### src/rtl/dmx_cpu_responder.sv
// CPU-side responder for the FP32 unit: issues legal FP32 instructions, tracks
// outstanding transaction ids in order, and answers illegal instructions locally.
module dmx_cpu_responder #(
  parameter int TAG_DEPTH = 4
) (
  input  logic        clock,
  input  logic        reset,
  input  logic        instr_valid,
  input  logic [4:0]  instr_opcode,
  input  logic [1:0]  instr_fmt,
  input  logic [63:0] src0_data,
  input  logic [63:0] src1_data,
  input  logic [63:0] src2_data,
  input  logic [3:0]  cpu_tid,
  input  logic [2:0]  csr_rounding_mode,
  input  logic        csr_tininess_mode,
  output logic        cpu_req_ready,
  output logic        cpu_resp_valid,
  output logic [3:0]  cpu_resp_tid,
  output logic [63:0] cpu_resp_data,
  output logic [4:0]  cpu_resp_flags,
  output logic        fp32_req_valid,
  input  logic        fp32_req_ready,
  output logic [7:0]  fp32_ctrl,
  output logic [31:0] fp32_a,
  output logic [31:0] fp32_b,
  output logic [31:0] fp32_c,
  output logic [2:0]  fp32_rounding_mode,
  output logic        fp32_tininess_mode,
  input  logic        fp32_resp_valid,
  input  logic [31:0] fp32_result,
  input  logic [4:0]  fp32_flags,
  output logic        resp_orphan
);

  localparam logic [4:0]  OPC_NOP  = 5'd0;
  localparam logic [1:0]  FMT_FP32 = 2'd0;
  localparam logic [63:0] NAN_BOX  = 64'hFFFFFFFF_7FC00000;
  localparam int PW = $clog2(TAG_DEPTH);
  localparam int CW = PW + 1;
  localparam logic [CW-1:0] DEPTH_C = CW'(TAG_DEPTH);

  typedef enum logic [1:0] {IDLE, ISSUE, ILLRESP} state_t;

  state_t         state;
  logic [3:0]     tag_mem [TAG_DEPTH];
  logic [PW-1:0]  wr_ptr;
  logic [PW-1:0]  rd_ptr;
  logic [CW-1:0]  count;
  logic [3:0]     hold_tid;
  logic           out_of_reset;
  logic           is_nop;
  logic           is_legal;
  logic           is_illegal;
  logic           accept;
  logic           push;
  logic           pop;
  logic           orphan_hit;
  logic           unused_src_hi;

  assign is_nop     = (instr_opcode == OPC_NOP);
  assign is_legal   = (instr_fmt == FMT_FP32) && !is_nop;
  assign is_illegal = !is_nop && !is_legal;

  // Illegal ops wait for an empty FIFO so their local answer cannot overtake FP32 results.
  always_comb begin
    cpu_req_ready = 1'b0;
    if (!reset && out_of_reset && state == IDLE)
      cpu_req_ready = is_nop || (is_legal && count < DEPTH_C) || (is_illegal && count == '0);
  end

  assign accept     = instr_valid && cpu_req_ready;
  assign push       = fp32_req_valid && fp32_req_ready;
  assign pop        = fp32_resp_valid && (count != '0);
  assign orphan_hit = fp32_resp_valid && (count == '0);

  assign unused_src_hi = ^{src0_data[63:32], src1_data[63:32], src2_data[63:32]};

  always_ff @(posedge clock) begin
    if (push)
      tag_mem[wr_ptr] <= hold_tid;
  end

  always_ff @(posedge clock) begin
    if (reset) begin
      wr_ptr <= '0;
      rd_ptr <= '0;
      count  <= '0;
    end else begin
      if (push)
        wr_ptr <= wr_ptr + 1'b1;
      if (pop)
        rd_ptr <= rd_ptr + 1'b1;
      case ({push, pop})
        2'b10:   count <= count + 1'b1;
        2'b01:   count <= count - 1'b1;
        default: count <= count;
      endcase
    end
  end

  always_ff @(posedge clock) begin
    if (reset) begin
      state              <= IDLE;
      out_of_reset       <= 1'b0;
      fp32_req_valid     <= 1'b0;
      fp32_ctrl          <= '0;
      fp32_a             <= '0;
      fp32_b             <= '0;
      fp32_c             <= '0;
      fp32_rounding_mode <= '0;
      fp32_tininess_mode <= 1'b0;
      hold_tid           <= '0;
      cpu_resp_valid     <= 1'b0;
      cpu_resp_tid       <= '0;
      cpu_resp_data      <= '0;
      cpu_resp_flags     <= '0;
      resp_orphan        <= 1'b0;
    end else begin
      out_of_reset   <= 1'b1;
      cpu_resp_valid <= 1'b0;
      if (orphan_hit)
        resp_orphan <= 1'b1;
      if (pop) begin
        cpu_resp_valid <= 1'b1;
        cpu_resp_tid   <= tag_mem[rd_ptr];
        cpu_resp_data  <= {32'hFFFFFFFF, fp32_result};
        cpu_resp_flags <= fp32_flags;
      end
      case (state)
        IDLE: begin
          if (accept && is_legal) begin
            fp32_ctrl          <= {3'b000, instr_opcode};
            fp32_a             <= src0_data[31:0];
            fp32_b             <= src1_data[31:0];
            fp32_c             <= src2_data[31:0];
            fp32_rounding_mode <= csr_rounding_mode;
            fp32_tininess_mode <= csr_tininess_mode;
            hold_tid           <= cpu_tid;
            fp32_req_valid     <= 1'b1;
            state              <= ISSUE;
          end else if (accept && is_illegal) begin
            cpu_resp_valid <= 1'b1;
            cpu_resp_tid   <= cpu_tid;
            cpu_resp_data  <= NAN_BOX;
            cpu_resp_flags <= 5'b10000;
            state          <= ILLRESP;
          end
        end
        ISSUE: begin
          if (fp32_req_ready) begin
            fp32_req_valid <= 1'b0;
            state          <= IDLE;
          end
        end
        ILLRESP: state <= IDLE;
        default: state <= IDLE;
      endcase
    end
  end

endmodule

### config.mk
export PLATFORM = sky130hd
export DESIGN_NAME = dmx_cpu_responder
export DESIGN_NICKNAME = d
export VERILOG_FILES = /design/src/rtl/dmx_cpu_responder.sv
export SDC_FILE = /design/constraint.sdc
export NUM_CORES = 1
export LEC_CHECK = 0
export CAP_MARGIN = 30
export CORE_AREA = 2 2 170 172
export CTS_CLUSTER_SIZE = 12
export DETAILED_ROUTE_END_ITERATION = 6
export DIE_AREA = 0 0 172 174
export PLACE_DENSITY_LB_ADDON = 0.1
export SLEW_MARGIN = 5
export SYNTH_ARGS = -nofsm -noshare
export SYNTH_HDL_FRONTEND = slang
export SYNTH_SLANG_ARGS = --single-unit
### constraint.sdc
create_clock -name clock -period 2.39 [get_ports clock]
set_clock_uncertainty 0.1 [all_clocks]
set_input_delay 0.3585 -clock clock [delete_from_list [all_inputs] [get_ports clock]]
set_output_delay 0.3585 -clock clock [all_outputs]
set_load 0.02 [all_outputs]
==> results of run 1 <==
-- worst max-delay path by stage --
| stage | from | endpoint | slack, ns | depth (start not counted) |
|---|---|---|---|---|
| floorplan | count[2] | count[2] | 0.06 | 11 |
| global placement | instr_opcode[1] | fp32_c[17] | -0.07 | 7 |
| detailed placement | instr_opcode[0] | fp32_c[23] | -0.08 | 7 |
| CTS | instr_opcode[0] | cpu_req_ready | 0.01 | 5 |
| global route | instr_opcode[3] | cpu_req_ready | 0.003 | 5 |
| finish | instr_opcode[3] | cpu_req_ready | 0.07 | 5 |
-- layout make-up --
type	count	area, sq um
diodes	1	2.50
clock buffers	39	718
fillers	2893	16000
inverters	40	150
multi-input cells	548	2740
flip-flops and latches	213	4420
well taps	384	480
repair buffers	366	3710
-- through the flow --
stage | power [mW] | setup slack [ns]
after CTS | 8.15 | 0.0109
after global placement | 4.66 | -0.0690
after floorplan | 4.14 | 0.0596
after detailed placement | 4.66 | -0.0779
after global routing | 8.38 | 0.00345
final | 8.00 | 0.0663
-- sequential cells by signal, indices dropped and copies added, names as in the netlist, named ones only --
signal / flops
cpu_resp_data: 64
fp32_a: 32
fp32_b: 32
fp32_c: 32
tag_mem: 16
cpu_resp_flags: 5
fp32_ctrl: 5
cpu_resp_tid: 4
hold_tid: 4
count: 3
fp32_rounding_mode: 3
rd_ptr: 2
state: 2
wr_ptr: 2
cpu_resp_valid: 1
fp32_req_valid: 1
fp32_tininess_mode: 1
out_of_reset: 1
resp_orphan: 1
-- power by group through the flow --
stage | Clock (mW) | Sequential (mW) | Combinational, mW
2_1_floorplan | 0 | 3.91 | 0.225
3_3_place_gp | 0 | 3.81 | 0.853
3_5_place_dp | 0 | 3.81 | 0.850
4_1_cts | 3.56 | 3.73 | 0.855
5_1_grt | 3.73 | 3.74 | 0.910
6_report | 3.43 | 3.73 | 0.846
-- cell families after synthesis --
logic type | Yosys count | synth area share
buffers and inverters | 102 | 0.0726
xor gates and xnor gates | 5 | 0.00569
adders and majority gates | 6 | 0.0107
and+or+nand+nor | 333 | 0.174
other | 1 | 0.000487
DFF | 213 | 0.574
AOI/OAI and AO/OA | 197 | 0.151
muxes | 4 | 0.0117
-- routing by layer --
metal,track usage,routed length [microns],up-vias
li1,-,-,3441
met4,0.0364,410,0
met1,0.188,9970,3084
met3,0.0608,2660,27
met2,0.245,10800,242
met5,0,0,-
-- worst register-to-register path, cell delays in order (launching register included) --
cell and delay (ns):
dfxtp_1 0.40, nor3_1 0.10, nand2b_1 0.17, clkinv_1 0.07, ha_1 0.15, inv_1 0.05, fa_1 0.37, xor2_1 0.15
or3_1 0.30, a21oi_1 0.14
-- repair_timing --
action | in CTS | in global routing
gates resized for setup | 0 | 1
endpoints found under the hold margin | 0 | 0
endpoints found under the setup margin | 0 | 1
setup buffers | 0 | 2
-- cell usage after synthesis, types with 2 or more instances --
library cell	number	share of area
a21oi_1	165	0.11
a21oi_2	10	0.011
a311oi_1	4	0.0045
a31oi_2	9	0.015
and3_1	4	0.0032
buf_2	20	0.013
buf_4	4	0.0039
buf_6	4	0.0058
buf_8	8	0.016
clkbuf_1	25	0.012
dfxtp_1	197	0.51
edfxtp_1	16	0.062
ha_1	5	0.0081
inv_1	38	0.019
mux4_2	4	0.012
nand2_1	294	0.14
nand2_2	10	0.0081
nor2_1	10	0.0049
nor3_1	6	0.0039
xnor2_1	2	0.0023
xor2_1	3	0.0034
==> impl_metrics.yaml, run 1 <==
run_status:
  status: "finished clean"
worst_setup_path:
  cp_slowest_cell: "or4_4"
  required_ns: 1.93
  worstRegToRegCells: 9
  cp_max_fo: 4
  cpPeakStageDelay_ns: 0.60
  r2r-end: "count[2]"
  reg2reg_from: "count[2]"
  path_cells: "clkdlybuf4s50_1, or4_4, o22ai_2, and2_1, buf_4"
  worstPathArrival_ns: 1.87
  critPathBufInv: 2
  cp-start-kind: "primary input"
  crit_type: "in2out"
  ff2ff_setup_slack_ns: 0.30
  cp-end-kind: "output port"
  cpLargestDelayFamily: "simple AND/OR/NAND/NOR gates"
place:
  globalplace.congestion: 0.708
  dp_hpwl_mm: 16.2
  dp_cells: 1549
  placed_area_sq_um: 11500
  portBuffers: 334
run:
  maxCapViolCount: 0
synthesis:
  yosysSeqAreaShare: 0.574
  synthCells: 861
  async_flop_share: 0
  synth_ff_type: "dfxtp_1"
  synth_seq_cells: 213
  synth_edf_count: 16
  yosys_warnings: 0
  postSynthAreaPerCell_sq_um: 8.95
  ys_types: 44
  syn_area_sq_um: 7700
global_routing:
  grt_pass1_wl_mm: 36.1
  antenna_found_initial: 1
  grt_pass1_vias: 6405
  grt_max_degree: 169
  grt_overflow_total: 0
  grt.total_usage: 0.151
die:
  num_io_pins: 434
  initial_utilization: 0.273
  dieHeight_microns: 174
  fp-row-count: 62
  die_w_microns: 172
  core_area_sq_um: 28200
  die_area_sq_um: 29900
sta:
  min_period_ns: 2.32
  max_freq_mhz: 430
  final_hold_viol_count: 0
  setup_violations: 0
  fin_crit_sh: 0.972
  fin_hold_ws_ns: 0.294
  tightest_slew_ns: 0.949
  relSlewSlack: 0.368
  rsz0062_at_grt: "false"
  setup_tns_ns: 0
  slew_violations: 0
cells_and_area:
  final_common_cell: "clkdlybuf4s50_1"
  final_cell_mix: "clkdlybuf4s50_1 (332), nand2_1 (294), dfxtp_1 (197)"
  areaGrowthSynthToFinish_pct: 58.7
  layout-drive-gt1-share: 0.0879
  nNetsFinal: 1449
  fin_util: 0.433
  postLayoutCellArea_sq_um: 12200
  finalNonFillerCells: 1591
route:
  drtIter0Drc: 290
  post_drt_wl_per_cell_microns: 15.0
  ant_nets: 0
  route.detailed.drc: 0
  dr.pass1.iters: 4
  viasPerCell: 4.27
  vias: 6794
  drt_wl_total_mm: 23.8
cts:
  cts_made_buffers: 25
  cts_tree: "done"
  clock_latency_ns: 0.51
  cts_htree_levels: 1
  cts_buffer_depth: 3
  clk_pin_slew_ns: 0.05
  holdBufCountCts: 0
  clock_sinks: 213
  cts_root_buf: "clkbuf_16"
hold_path:
  hp-start: "src2_data[20]"
  whs_path_depth: 3
  holdCritPathClass: "in2reg"
  worstHoldEndpoint: "fp32_c[20]"
pwr:
  p_leak_nw: 4.11
  power_frac_comb: 0.106
  clkPwrFrac: 0.428
  power_frac_seq: 0.466
  swShare: 0.229
  power_density_nw_per_um2: 655
  p_sw_mw: 1.83
  cell_internal_pwr_mw: 6.17
  peakVddDrop_uv: 447
Power figures use the tool's default switching activity.
==> inputs of run 2 (changes only) <==
SETUP_SLACK_MARGIN = 0.05   (was default)
==> impl_metrics.yaml, run 2 (synthesis results as in run 1) <==
worst_setup_path:
  crit_end: "cpu_req_ready"
  cpLargestDelayFamily: "simple AND/OR/NAND/NOR gates"
  cp-end-kind: "output port"
  required_ns: 1.93
  worstPathArrival_ns: 1.82
  crit_cells: 5
  ff2ff_setup_slack_ns: 0.30
  critPathLaunch: "instr_opcode[0]"
  crit_type: "in2out"
  reg2reg_from: "count[2]"
  cp_slowest_cell: "or4_4"
  cp_max_fo: 2
  r2r-end: "count[2]"
  path_cells: "clkdlybuf4s50_1, or4_4, o22ai_2, and2_4, buf_6"
  critPathBufInv: 2
  cpPeakStageDelay_ns: 0.58
  cp-start-kind: "primary input"
  worstRegToRegCells: 9
cts:
  holdBufCountCts: 0
  clock_latency_ns: 0.51
  clk_pin_slew_ns: 0.05
  cts_buffer_depth: 3
  cts_tree: "done"
  clock_sinks: 213
  cts_made_buffers: 25
  cts_root_buf: "clkbuf_16"
  cts_htree_levels: 1
sta:
  fin_hold_ws_ns: 0.293
  final_hold_viol_count: 0
  fin_crit_sh: 0.952
  relSlewSlack: 0.389
  min_period_ns: 2.28
  slew_violations: 0
  setup_tns_ns: 0
  setup_violations: 0
  tightest_slew_ns: 0.917
  max_freq_mhz: 439
  rsz0062_at_grt: "false"
route:
  ant_nets: 0
  drtIter0Drc: 278
  met2_length_mm: 10.8
  drt_wl_total_mm: 23.8
  route.detailed.drc: 0
  wl_met1_mm: 9.94
  dr.pass1.iters: 4
  vias: 6783
  highest_layer: "met4"
  post_drt_wl_per_cell_microns: 15.0
  route.met3.wl_mm: 2.66
  viasPerCell: 4.27
cells_and_area:
  largest_reg_flops: 64
  layout-drive-gt1-share: 0.0880
  areaGrowthSynthToFinish_pct: 58.7
  nNetsFinal: 1448
  largest-register: "cpu_resp_data"
  final_cell_mix: "clkdlybuf4s50_1 (332), nand2_1 (294), dfxtp_1 (197)"
  final_common_cell: "clkdlybuf4s50_1"
pwr:
  p_sw_mw: 1.83
  clkPwrFrac: 0.428
  cell_internal_pwr_mw: 6.17
  swShare: 0.229
  p_leak_nw: 4.11
  power_frac_seq: 0.466
  power_density_nw_per_um2: 655
  power_frac_comb: 0.106
  peakVddDrop_uv: 447
hold_path:
  holdCritPathClass: "in2reg"
  hp-start: "src2_data[20]"
run:
  maxCapViolCount: 0
die:
  die_area_sq_um: 29900
  initial_utilization: 0.273
  num_io_pins: 434
  core_area_sq_um: 28200
  fp-row-count: 62
  die_w_microns: 172
  dieHeight_microns: 174
global_routing:
  antenna_found_initial: 1
  grt_pass1_vias: 6405
  grt_pass1_wl_mm: 36.1
  grt_overflow_total: 0
  grt.total_usage: 0.151
  grt_max_degree: 169
place:
  dp_hpwl_mm: 16.2
  globalplace.congestion: 0.708
  portBuffers: 334
run_status:
  status: "finished clean"
run 2: cell types whose count changed in the layout (fill, tap and decap cells not counted), sizes merged:
cell  delta
buf      -1
run 2: repair_timing:
| item | CTS | global route |
|---|---|---|
| gates resized for setup | 0 | 3 |
| pin swaps | 1 | 1 |
| setup endpoints to repair | 1 | 1 |
| buffers inserted | 1 | 0 |
run 2: layer usage:
metal	vias to the layer above	global-route usage
li1	3440	-
met5	-	0
met1	3072	0.188
met2	244	0.245
met4	0	0.0364
met3	27	0.0608
run 2: worst min path at each step:
stage               depth (start not counted)  slack (ns)                 to
global placement                            2        0.33  cpu_resp_data[56]
detailed placement                          2        0.34  cpu_resp_data[34]
finish                                      3        0.29         fp32_c[20]
CTS                                         3        0.27   cpu_resp_data[7]
floorplan                                   0        0.36      tag_mem[0][0]
global route                                3        0.28  cpu_resp_data[12]
run 2: final cells by class:
cell class | count | area [sq um]
inverters | 40 | 150
diodes | 1 | 2.50
well taps | 384 | 480
fillers | 2892 | 16000
multi-input cells | 548 | 2750
repair buffers | 365 | 3700
clock buffers | 39 | 718
flip-flops and latches | 213 | 4420
run 2: power groups by stage:
stage	clock network (mW)	logic (mW)	registers (mW)
after CTS	3.56	0.856	3.73
final	3.42	0.847	3.73
after floorplan	0	0.225	3.91
after detailed placement	0	0.850	3.81
after global placement	0	0.853	3.81
after global routing	3.73	0.912	3.74
run 2: stage by stage:
step	power [mW]	utilization	cells	setup WS, ns	cell area [sq um]
final	8.00	0.433	1590	0.114	12200
after global placement	4.66	0.407	1549	-0.0690	11500
after detailed placement	4.66	0.407	1549	-0.0779	11500
after floorplan	4.14	-	863	0.0596	7710
after CTS	8.15	0.432	1589	0.0615	12200
after global routing	8.38	0.433	1590	0.0569	12200
run 2: tightest hold or removal path: cells and delay by family:
kind / cells / cell delay, ns
buf+inv: 1 / 0.39
simple gates: 1 / 0.05
compound gates: 1 / 0.05
